<file path="src/rtl/item_pos_gen.sv">
// item_pos_gen: LFSR-driven, grid-aligned random position generator for NUM_ITEMS item slots.
// Optional build macro ITEM_GEN_AVOID_HEAD_EN: also reject candidates whose pixel position equals the snake head.

module item_pos_gen #(
  parameter int          NUM_ITEMS = 4,
  parameter int          CELL_PX   = 10,
  parameter int          COLS      = 64,
  parameter int          ROWS      = 48,
  parameter int          MARGIN    = 2,
  parameter int          MAX_TRIES = 8,
  parameter logic [15:0] SEED      = 16'hACE1,
  localparam int         IDX_W     = (NUM_ITEMS > 1) ? $clog2(NUM_ITEMS) : 1
) (
  input  logic                    vga_clk,
  input  logic                    reset_n,
  input  logic                    req,
  input  logic [IDX_W-1:0]        req_idx,
  input  logic [11:0]             head_x,
  input  logic [11:0]             head_y,
  output logic                    busy,
  output logic                    done,
  output logic [IDX_W-1:0]        done_idx,
  output logic                    fallback,
  output logic [12*NUM_ITEMS-1:0] x_pos,
  output logic [12*NUM_ITEMS-1:0] y_pos
);

  localparam int          TRY_W      = $clog2(MAX_TRIES + 1);
  localparam logic [15:0] SEED_EFF   = (SEED == 16'h0000) ? 16'h0001 : SEED;
  localparam logic [15:0] LFSR_TAPS  = 16'hB400;
  localparam logic [7:0]  CX_MASK    = 8'((1 << $clog2(COLS)) - 1);
  localparam logic [7:0]  CY_MASK    = 8'((1 << $clog2(ROWS)) - 1);
  localparam logic [11:0] X_LIM      = 12'(COLS - 2 * MARGIN);
  localparam logic [11:0] Y_LIM      = 12'(ROWS - 2 * MARGIN);
  localparam logic [11:0] FB_ROW_MAX = 12'(ROWS - MARGIN - 1);
  localparam logic [11:0] MARGIN_C   = 12'(MARGIN);
  localparam logic [11:0] PX_C       = 12'(CELL_PX);

  typedef enum logic [1:0] {
    IDLE   = 2'd0,
    DRAW   = 2'd1,
    CHECK  = 2'd2,
    COMMIT = 2'd3
  } state_t;

  state_t            state_reg, state_next;
  logic [15:0]       lfsr_reg, lfsr_next;
  logic [IDX_W-1:0]  idx_reg, idx_next;
  logic [TRY_W-1:0]  try_reg, try_next, try_inc;
  logic [7:0]        cx_reg, cx_next;
  logic [7:0]        cy_reg, cy_next;
  logic              fb_reg, fb_next;

  logic              commit_en;
  logic [11:0]       commit_x, commit_y;
  logic [11:0]       cand_x, cand_y;
  logic [11:0]       fb_row_raw, fb_row;
  logic              in_range, any_hit, head_hit, reject, idx_ok;
  logic [NUM_ITEMS-1:0] slot_hit;

  // Galois form, shifting right: the feedback bit is XORed into the tap positions.
  assign lfsr_next = {1'b0, lfsr_reg[15:1]} ^ (lfsr_reg[0] ? LFSR_TAPS : 16'h0000);

  assign idx_ok     = (32'(req_idx) < 32'(NUM_ITEMS));
  assign cand_x     = {4'b0000, cx_reg} + MARGIN_C;
  assign cand_y     = {4'b0000, cy_reg} + MARGIN_C;
  assign in_range   = ({4'b0000, cx_reg} < X_LIM) && ({4'b0000, cy_reg} < Y_LIM);
  assign fb_row_raw = MARGIN_C + 12'(idx_reg);
  assign fb_row     = (fb_row_raw > FB_ROW_MAX) ? FB_ROW_MAX : fb_row_raw;
  assign any_hit    = |slot_hit;
  assign reject     = !in_range || any_hit || head_hit;
  assign try_inc    = try_reg + TRY_W'(1);

`ifdef ITEM_GEN_AVOID_HEAD_EN
  logic [11:0] cand_px_x, cand_px_y;
  assign cand_px_x = cand_x * PX_C;
  assign cand_px_y = cand_y * PX_C;
  assign head_hit  = (cand_px_x == head_x) && (cand_px_y == head_y);
`else
  logic unused_head;
  assign unused_head = ^{head_x, head_y};
  assign head_hit    = 1'b0;
`endif

  // Each slot owns its cell registers; only the slot latched at request time is rewritten.
  generate
    for (genvar gi = 0; gi < NUM_ITEMS; gi++) begin : g_slot
      logic [11:0] cell_x_reg;
      logic [11:0] cell_y_reg;

      always_ff @(posedge vga_clk or negedge reset_n) begin
        if (!reset_n) begin
          cell_x_reg <= 12'(MARGIN + 2 * gi);
          cell_y_reg <= MARGIN_C;
        end else if (commit_en && (idx_reg == IDX_W'(gi))) begin
          cell_x_reg <= commit_x;
          cell_y_reg <= commit_y;
        end
      end

      assign slot_hit[gi] = (idx_reg != IDX_W'(gi)) &&
                            (cell_x_reg == cand_x) && (cell_y_reg == cand_y);
      assign x_pos[12*gi +: 12] = cell_x_reg * PX_C;
      assign y_pos[12*gi +: 12] = cell_y_reg * PX_C;
    end
  endgenerate

  always_comb begin
    state_next = state_reg;
    idx_next   = idx_reg;
    try_next   = try_reg;
    cx_next    = cx_reg;
    cy_next    = cy_reg;
    fb_next    = fb_reg;
    commit_en  = 1'b0;
    commit_x   = cand_x;
    commit_y   = cand_y;
    case (state_reg)
      IDLE: begin
        if (req && idx_ok) begin
          idx_next   = req_idx;
          try_next   = '0;
          fb_next    = 1'b0;
          state_next = DRAW;
        end
      end
      DRAW: begin
        cx_next    = lfsr_reg[15:8] & CX_MASK;
        cy_next    = lfsr_reg[7:0] & CY_MASK;
        state_next = CHECK;
      end
      CHECK: begin
        // Slot registers are written on the way into COMMIT so they are valid while done is high.
        if (!reject) begin
          commit_en  = 1'b1;
          fb_next    = 1'b0;
          state_next = COMMIT;
        end else if (try_inc == TRY_W'(MAX_TRIES)) begin
          try_next   = try_inc;
          commit_en  = 1'b1;
          commit_x   = MARGIN_C;
          commit_y   = fb_row;
          fb_next    = 1'b1;
          state_next = COMMIT;
        end else begin
          try_next   = try_inc;
          state_next = DRAW;
        end
      end
      COMMIT: begin
        state_next = IDLE;
      end
      default: begin
        state_next = IDLE;
      end
    endcase
  end

  always_ff @(posedge vga_clk or negedge reset_n) begin
    if (!reset_n) begin
      state_reg <= IDLE;
      lfsr_reg  <= SEED_EFF;
      idx_reg   <= '0;
      try_reg   <= '0;
      cx_reg    <= '0;
      cy_reg    <= '0;
      fb_reg    <= 1'b0;
    end else begin
      state_reg <= state_next;
      lfsr_reg  <= lfsr_next;
      idx_reg   <= idx_next;
      try_reg   <= try_next;
      cx_reg    <= cx_next;
      cy_reg    <= cy_next;
      fb_reg    <= fb_next;
    end
  end

  assign busy     = (state_reg != IDLE);
  assign done     = (state_reg == COMMIT);
  assign done_idx = idx_reg;
  assign fallback = done && fb_reg;

endmodule
</file>
<file path="config.mk">
export PLATFORM = sky130hd
export DESIGN_NAME = item_pos_gen
export DESIGN_NICKNAME = d
export VERILOG_FILES = /design/src/rtl/item_pos_gen.sv
export SDC_FILE = /design/constraint.sdc
export NUM_CORES = 1
export LEC_CHECK = 0
export ABC_CLOCK_PERIOD_IN_PS = 4500
export CAP_MARGIN = 20
export CELL_PAD_IN_SITES_DETAIL_PLACEMENT = 1
export CELL_PAD_IN_SITES_GLOBAL_PLACEMENT = 2
export CORE_MARGIN = 5
export CORE_UTILIZATION = 38
export CTS_BUF_LIST = sky130_fd_sc_hd__clkbuf_8
export DETAILED_ROUTE_END_ITERATION = 7
export PLACE_DENSITY_LB_ADDON = 0.05
export RECOVER_POWER = 100
export SYNTH_ARGS = -nofsm -noshare
export SYNTH_HDL_FRONTEND = slang
export SYNTH_SLANG_ARGS = --single-unit
</file>
<file path="constraint.sdc">
create_clock -name vga_clk -period 4.5 [get_ports vga_clk]
set_input_delay 0.45 -clock vga_clk [delete_from_list [all_inputs] [get_ports vga_clk]]
set_output_delay 0.45 -clock vga_clk [all_outputs]
set_load 0.02 [all_outputs]
</file>
# [After elaboration in Yosys (flattened, before gate mapping)]
# Index checks and enable logic that the tools add are counted.
[classes] muxes=22 bitwise_logic=1 eq_ne=21 reduce_logical=25 n_lt_le_gt_ge=3 n_addsub=4 multipliers=8
[op_table] operator="$eq A12 B7 Y1" count=8
[op_table] operator="$mul A12 B3 Y11 const B" count=8
[op_table] operator="$mux W7" count=6
[op_table] operator="$mux W16" count=1
[op_table] operator="$xor A15 B16 Y16" count=1
[op_table] operator="$add A6 B2 Y7 const B" count=2
[op_table] operator="$logic_and A1 B1 Y1" count=14
[op_table] operator="$lt A6 B6 Y1 const B" count=2
[op_table] operator="$eq A2 B2 Y1 const B" count=4
[op_table] operator="$mux W4" count=2
[op_table] operator="$ne A2 B2 Y1 const B" count=4
[op_table] operator="$pmux W2 S4" count=1
[op_table] operator="$pmux W4 S2" count=1
[op_table] operator="$gt A3 B6 Y1 const B" count=1
[op_table] operator="$mux W1" count=6
[op_table] operator="$mux W2" count=3
[op_table] operator="$mux W6" count=1
[op_table] operator="$reduce_and A3 Y1" count=2
[op_table] operator="$reduce_bool A2 Y1" count=3
[op_table] operator="$add A4 B1 Y4 const B" count=1
[op_table] operator="$eq A2 B1 Y1 const B" count=2
[op_table] operator="$eq A4 B4 Y1 const B" count=1
[op_table] operator="$logic_not A2 Y1" count=2
[op_table] operator="$reduce_or A4 Y1" count=1
[op_table] operator="7 further kinds" count=7
[totals] reg_bits=133 inputBits=29 out_inout_bits=101 elab_cells=99

# [Depth between registers and ports, before layout]
[logic_depth] depth_word=9 ltp_mapped=12 mapped_depth_nobuf=8

# [Least setup slack after synthesis]
# OpenSTA, ideal clock, no wires.
[synth_path] kind="flip-flop to flip-flop" from="register cy_reg[2]" to="register g_slot[3].cell_y_reg[0]" setup_slack_ns=1.813 synth_period_minus_slack_ns=2.687 t_arrival_ns=2.564 setup_time_ns=0.123 path_buffers=3 stages_incl_launch_ff=12 required_time_ns=4.377 path_cell_list="dfrtp_1 > ha_1 > buf_4 > and3_1 > buf_2 > xnor2_2 > a211o_1 > nor4_1 > a211o_4 > o21ai_2 > buf_6 > o221a_1"
[synth_via] elab_chain_cells=8 elab_cells_between_ends=19 classes_between="add/sub: 1; order compare: 1; eq/ne: 4; mux: 4; reduce/logical: 9"
[synth_lines] element="start, declared" line="51" source="logic [7:0] cy_reg, cy_next;"
[synth_lines] element="start signal, assigned" line="174" source="cy_reg <= cy_next;"
[synth_lines] element="$add A6 B2 Y7" line="66" source="assign cand_y = {4'b0000, cy_reg} + MARGIN_C;"
[synth_lines] element="$eq A12 B7 Y1" line="102" source="(cell_x_reg == cand_x) && (cell_y_reg == cand_y);"
[synth_lines] element="$logic_and A1 B1 Y1" line="102"
[synth_lines] element="$reduce_or A4 Y1" line="70" source="assign any_hit = |slot_hit;"
[synth_lines] element="$logic_or A1 B1 Y1 *" line="71" source="assign reject = !in_range || any_hit || head_hit;"
[synth_lines] element="$mux W1" line="134" source="if (!reject) begin"
[synth_lines] element="$mux W1" line="118" source="case (state_reg)"
[synth_lines] element="$logic_and A1 B1 Y1" line="95" source="end else if (commit_en && (idx_reg == IDX_W'(gi))) begin"
[synth_lines] element="end signal, assigned" line="97" source="cell_y_reg <= commit_y;"
[synth_lines] element="end, declared" line="89" source="logic [11:0] cell_y_reg;"
# Mark *: on every way between the ends. The rest lies on a longest branch, timed or not.
# A chain may end at the register's enable or synchronous reset.

# [Final worst setup path]
[layout_path] from="register cy_reg[1]" to="register try_reg[0]"
[layout_via] elab_chain_cells=7 elab_cells_between_ends=16 classes_between="add/sub: 1; order compare: 1; eq/ne: 5; reduce/logical: 9"
[layout_lines] element="$add A6 B2 Y7" line="66"
[layout_lines] element="$eq A12 B7 Y1" line="102"
[layout_lines] element="$logic_and A1 B1 Y1" line="102"
[layout_lines] element="$reduce_or A4 Y1" line="70"
[layout_lines] element="$logic_or A1 B1 Y1 *" line="71"
[layout_lines] element="$ne A2 B2 Y1 (no line) *"
[layout_lines] element="$reduce_and A3 Y1 (no line) *"
[layout_lines] element="end signal, assigned" line="172" source="try_reg <= try_next;"
[layout_lines] element="end, declared" line="49" source="logic [TRY_W-1:0] try_reg, try_next, try_inc;"
# Marked as above.

==> flow_summary_export.csv <==
group,metric,value,unit
outcome,run_status,"complete, but fails checks",
outcome,violated_checks,"capacitance limit, slew limit",
synthesis,postSynthCellCount,801,
critical_path,worst_setup_path_end_kind,"flip-flop",
clock_tree,h_tree_depth,3,
critical_path,startpoint_class,"flip-flop",
detailed_routing,postRouteAntennaNets,0,
layout,n_antenna_cell,0,
critical_path,reg_to_reg_setup_timing_slack,490,ps
power_and_ir_drop,peakVddDrop,0.000252,V
grt,antenna_found_initial,0,
floorplan,die-height,153,µm
floorplan,core_region_area,20200,µm²
clock_tree,worstSkewPairLatency,400,ps
synthesis,synthFlopType,"dfrtp_1",
critical_path,sequence_of_cells_on_the_critical_path,"ha_1 > and3_1 > xnor2_1 > a211o_1 > nor4_1 > a211oi_2 > buf_4 > nand2_1 > a221o_1",
clock_tree,clockRootBuffer,"clkbuf_8",
grt,globalRouteMet1Util,27.5,%
synthesis,post_synth_main_area_contributors,"dfrtp_1 24%, ha_1 13%, xnor2_1 6.3%, dfstp_2 5.7%, o211ai_2 4.5%",
timing,finalHoldViolCount,0,
synthesis,yosys_warnings,0,
timing,timing.clock.skew,18.3,ps
grt,groute.usage.overall,21.1,%
clock_tree,cts_tree,"done",
timing,slew_headroom,-125,%
placed_design,place_hpwl,18700,µm
clock_tree,cts-buffers-inserted,9,
grt,grt_overflow,0,
detailed_routing,wl_per_cell,21.9,µm
clock_tree,post_cts_resize_count,0,
critical_path,critical_path_arrival,4290,ps
detailed_routing,detail_route.vias_per_cell,5.66,
placed_design,globalplace.congestion,0.858,
hold_path,worstHoldPathType,"flip-flop to flip-flop",
synthesis,postSynthRegisterBits,93,
power_and_ir_drop,powerDensity,317,nW/µm²
grt,grt_most_used_layer,"met2",
synthesis,synth.lib_cells_used.distinct,72,
critical_path,worst_r2r_endpoint,"try_reg[0]",
critical_path,r2r-start,"cy_reg[1]",
timing,setup-violations-final,0,
timing,grt_setup_unrepaired,"no",
power_and_ir_drop,sw_frac_of_total,45.9,%
detailed_routing,dr_total_vias,6425,
critical_path,worst_setup_path_endpoint,"try_reg[0]",
timing,min_period,4010,ps
synthesis,synth.cell_area,7780,µm²
synthesis,synth-edff-count,0,
critical_path,slowest_stage,"a211oi_2",
synthesis,postSynth.asyncResetShare,100,%
layout,drive_above_1_share,8.55,%
floorplan,effective_utilization_at_floorplan,38.5,%
power_and_ir_drop,p_switching,0.00128,W
power_and_ir_drop,internal-power,0.00151,W
critical_path,critPathMaxStageDelay,730,ps
critical_path,worst-endpoint-required,4780,ps
grt,gr-usage-met2,36.4,%
floorplan,top_level_ports,130,
grt,grt_start_max_net_pins,62,
power_and_ir_drop,clock_power_share,21.3,%
layout,area_growth,13.1,%
timing,max_slew.worst_pin.slew,3370,ps
power_and_ir_drop,leakagePower,4.35,nW
detailed_routing,drt_pass1_iterations,5,
grt,grt_pass1_wl,39500,µm
clock_tree,cts.path.max_buffers,2,
detailed_routing,detail_route.iter0.violations,278,
clock_tree,cts.sinks,93,
floorplan,die_w,153,µm
grt,use_met3,3.65,%
timing,fin_setup_tns,0,ps
clock_tree,ctsHoldBuffers,0,
clock_tree,post_cts_buffers,0,
placed_design,io_buffer_count,89,
power_and_ir_drop,combPwrFrac,40.6,%
layout,nets,981,
power_and_ir_drop,seq_power_share,38.1,%
timing,final.hold.worst_slack,367,ps
timing,max_clock_freq,0.249,GHz
synthesis,synthDominantAreaCellType,"dfrtp_1",
layout,finish.instance_area,8810,µm²
detailed_routing,drcViolationCount,0,
critical_path,worst_r2r_path_depth,9,
placed_design,post_dp_cell_area,8770,µm²
synthesis,synthDominantCellAreaShare,24.4,%
critical_path,setup.worst_path.start,"cy_reg[1]",
synthesis,postSynthAreaPerCell,9.72,µm²
timing,timing.final.max_slew_violations,90,
critical_path,setup.worst_path.class,"flip-flop to flip-flop",
detailed_routing,routed_wirelength,24900,µm
synthesis,sequential_cell_area_fraction_in_the_yosys_report,30.2,%
floorplan,die_area,23400,µm²
clock_tree,clkSlewWorstSetupHoldPaths,110,ps
critical_path,crit_path_max_fanout,12,
grt,first_global_vias,6868,
run,timing.max_cap.violations,2,
floorplan,num_rows,52,
timing,period_share,89.1,%
[cells in the mapped netlist (10+ instances only)]
master    number
a21boi_0      12
a21o_1        15
a21oi_1       33
buf_2         10
buf_4         36
clkbuf_1      20
dfrtp_1       76
dfstp_2       17
ha_1          83
inv_1         57
mux2_2        10
nand2_1       28
nand3_1       24
nand4_1       28
nor2_1        35
nor2b_1       19
o211ai_2      28
o21a_1        10
o21ai_0       42
xnor2_1       56
xor2_1        28
[per-stage QoR]
step	worst slack (ps)	instances	util, %	total power [W]
final	491	1136	43.5	0.00279
after detailed placement	743	1120	43.3	0.00229
after CTS	707	1136	44.3	0.00289
after global routing	295	1136	43.5	0.00293
after floorplan	1810	816	-	0.00188
after global placement	817	1120	43.3	0.00226
[cells in the final DEF, fill, tap and decap left out, drive strengths merged, types with 19 or more instances in the layout]
cell type / n
nor2b: 19
xor2: 30
nand4: 28
dlygate4sd3: 85
o211ai: 31
nand2: 28
nor2: 35
o21ai: 45
ha: 83
dfrtp: 76
inv: 61
a21oi: 34
xnor2: 58
nand3: 25
[power by group through the flow]
stage          Sequential [W]  Combinational, W  Clock, W
2_1_floorplan         0.00100          0.000874         0
3_3_place_gp          0.00108           0.00119         0
3_5_place_dp          0.00108           0.00121         0
4_1_cts               0.00107           0.00122  0.000610
5_1_grt               0.00108           0.00122  0.000641
6_report              0.00106           0.00113  0.000595
[critical path: cells and delay by family, from the launching register on]
kind	cells	cell delay [ps]
AOI/OAI and AO/OA	3	1290
xor gates and xnor gates	1	700
adders and majority gates	1	480
buffers and inverters	1	340
DFF	1	560
and+or+nand+nor	3	530
[how the worst min path moves through the flow]
stage	startpoint	end	slack, ps	depth (start not counted)
finish	lfsr_reg[7]	lfsr_reg[6]	370	0
global placement	lfsr_reg[6]	lfsr_reg[5]	350	0
global route	lfsr_reg[7]	lfsr_reg[6]	370	0
floorplan	reset_n	cx_reg[0]	150	0
CTS	reset_n	g_slot[1].cell_y_reg[4]	150	1
detailed placement	lfsr_reg[7]	lfsr_reg[6]	350	0
[final cells by class]
class | instances | area (µm²)
clock inverters | 7 | 76.3
fillers | 2314 | 11400
flip-flops and latches | 93 | 2350
clock buffers | 9 | 124
well taps | 270 | 338
repair buffers | 108 | 1030
multi-input cells | 592 | 4680
inverters | 57 | 214
[per-layer routing]
metal	part of all wire, %	wire, µm
met5	0	0
met4	2.1	535
met3	5.0	1240
met2	49	12100
met1	44	11000
[cells by family after synthesis]
family / after synthesis / share of synthesized area, %
AO/OA/AOI/OAI: 201 / 20.2
AND/OR/NAND/NOR: 178 / 12.2
buffers and inverters: 131 / 8.69
flip-flops: 93 / 30.2
adder cells (fa/ha/maj): 91 / 15.4
XOR/XNOR: 91 / 11.2
multiplexers: 15 / 2.09
other: 1 / 0.0482
Power figures use the tool's default switching activity.
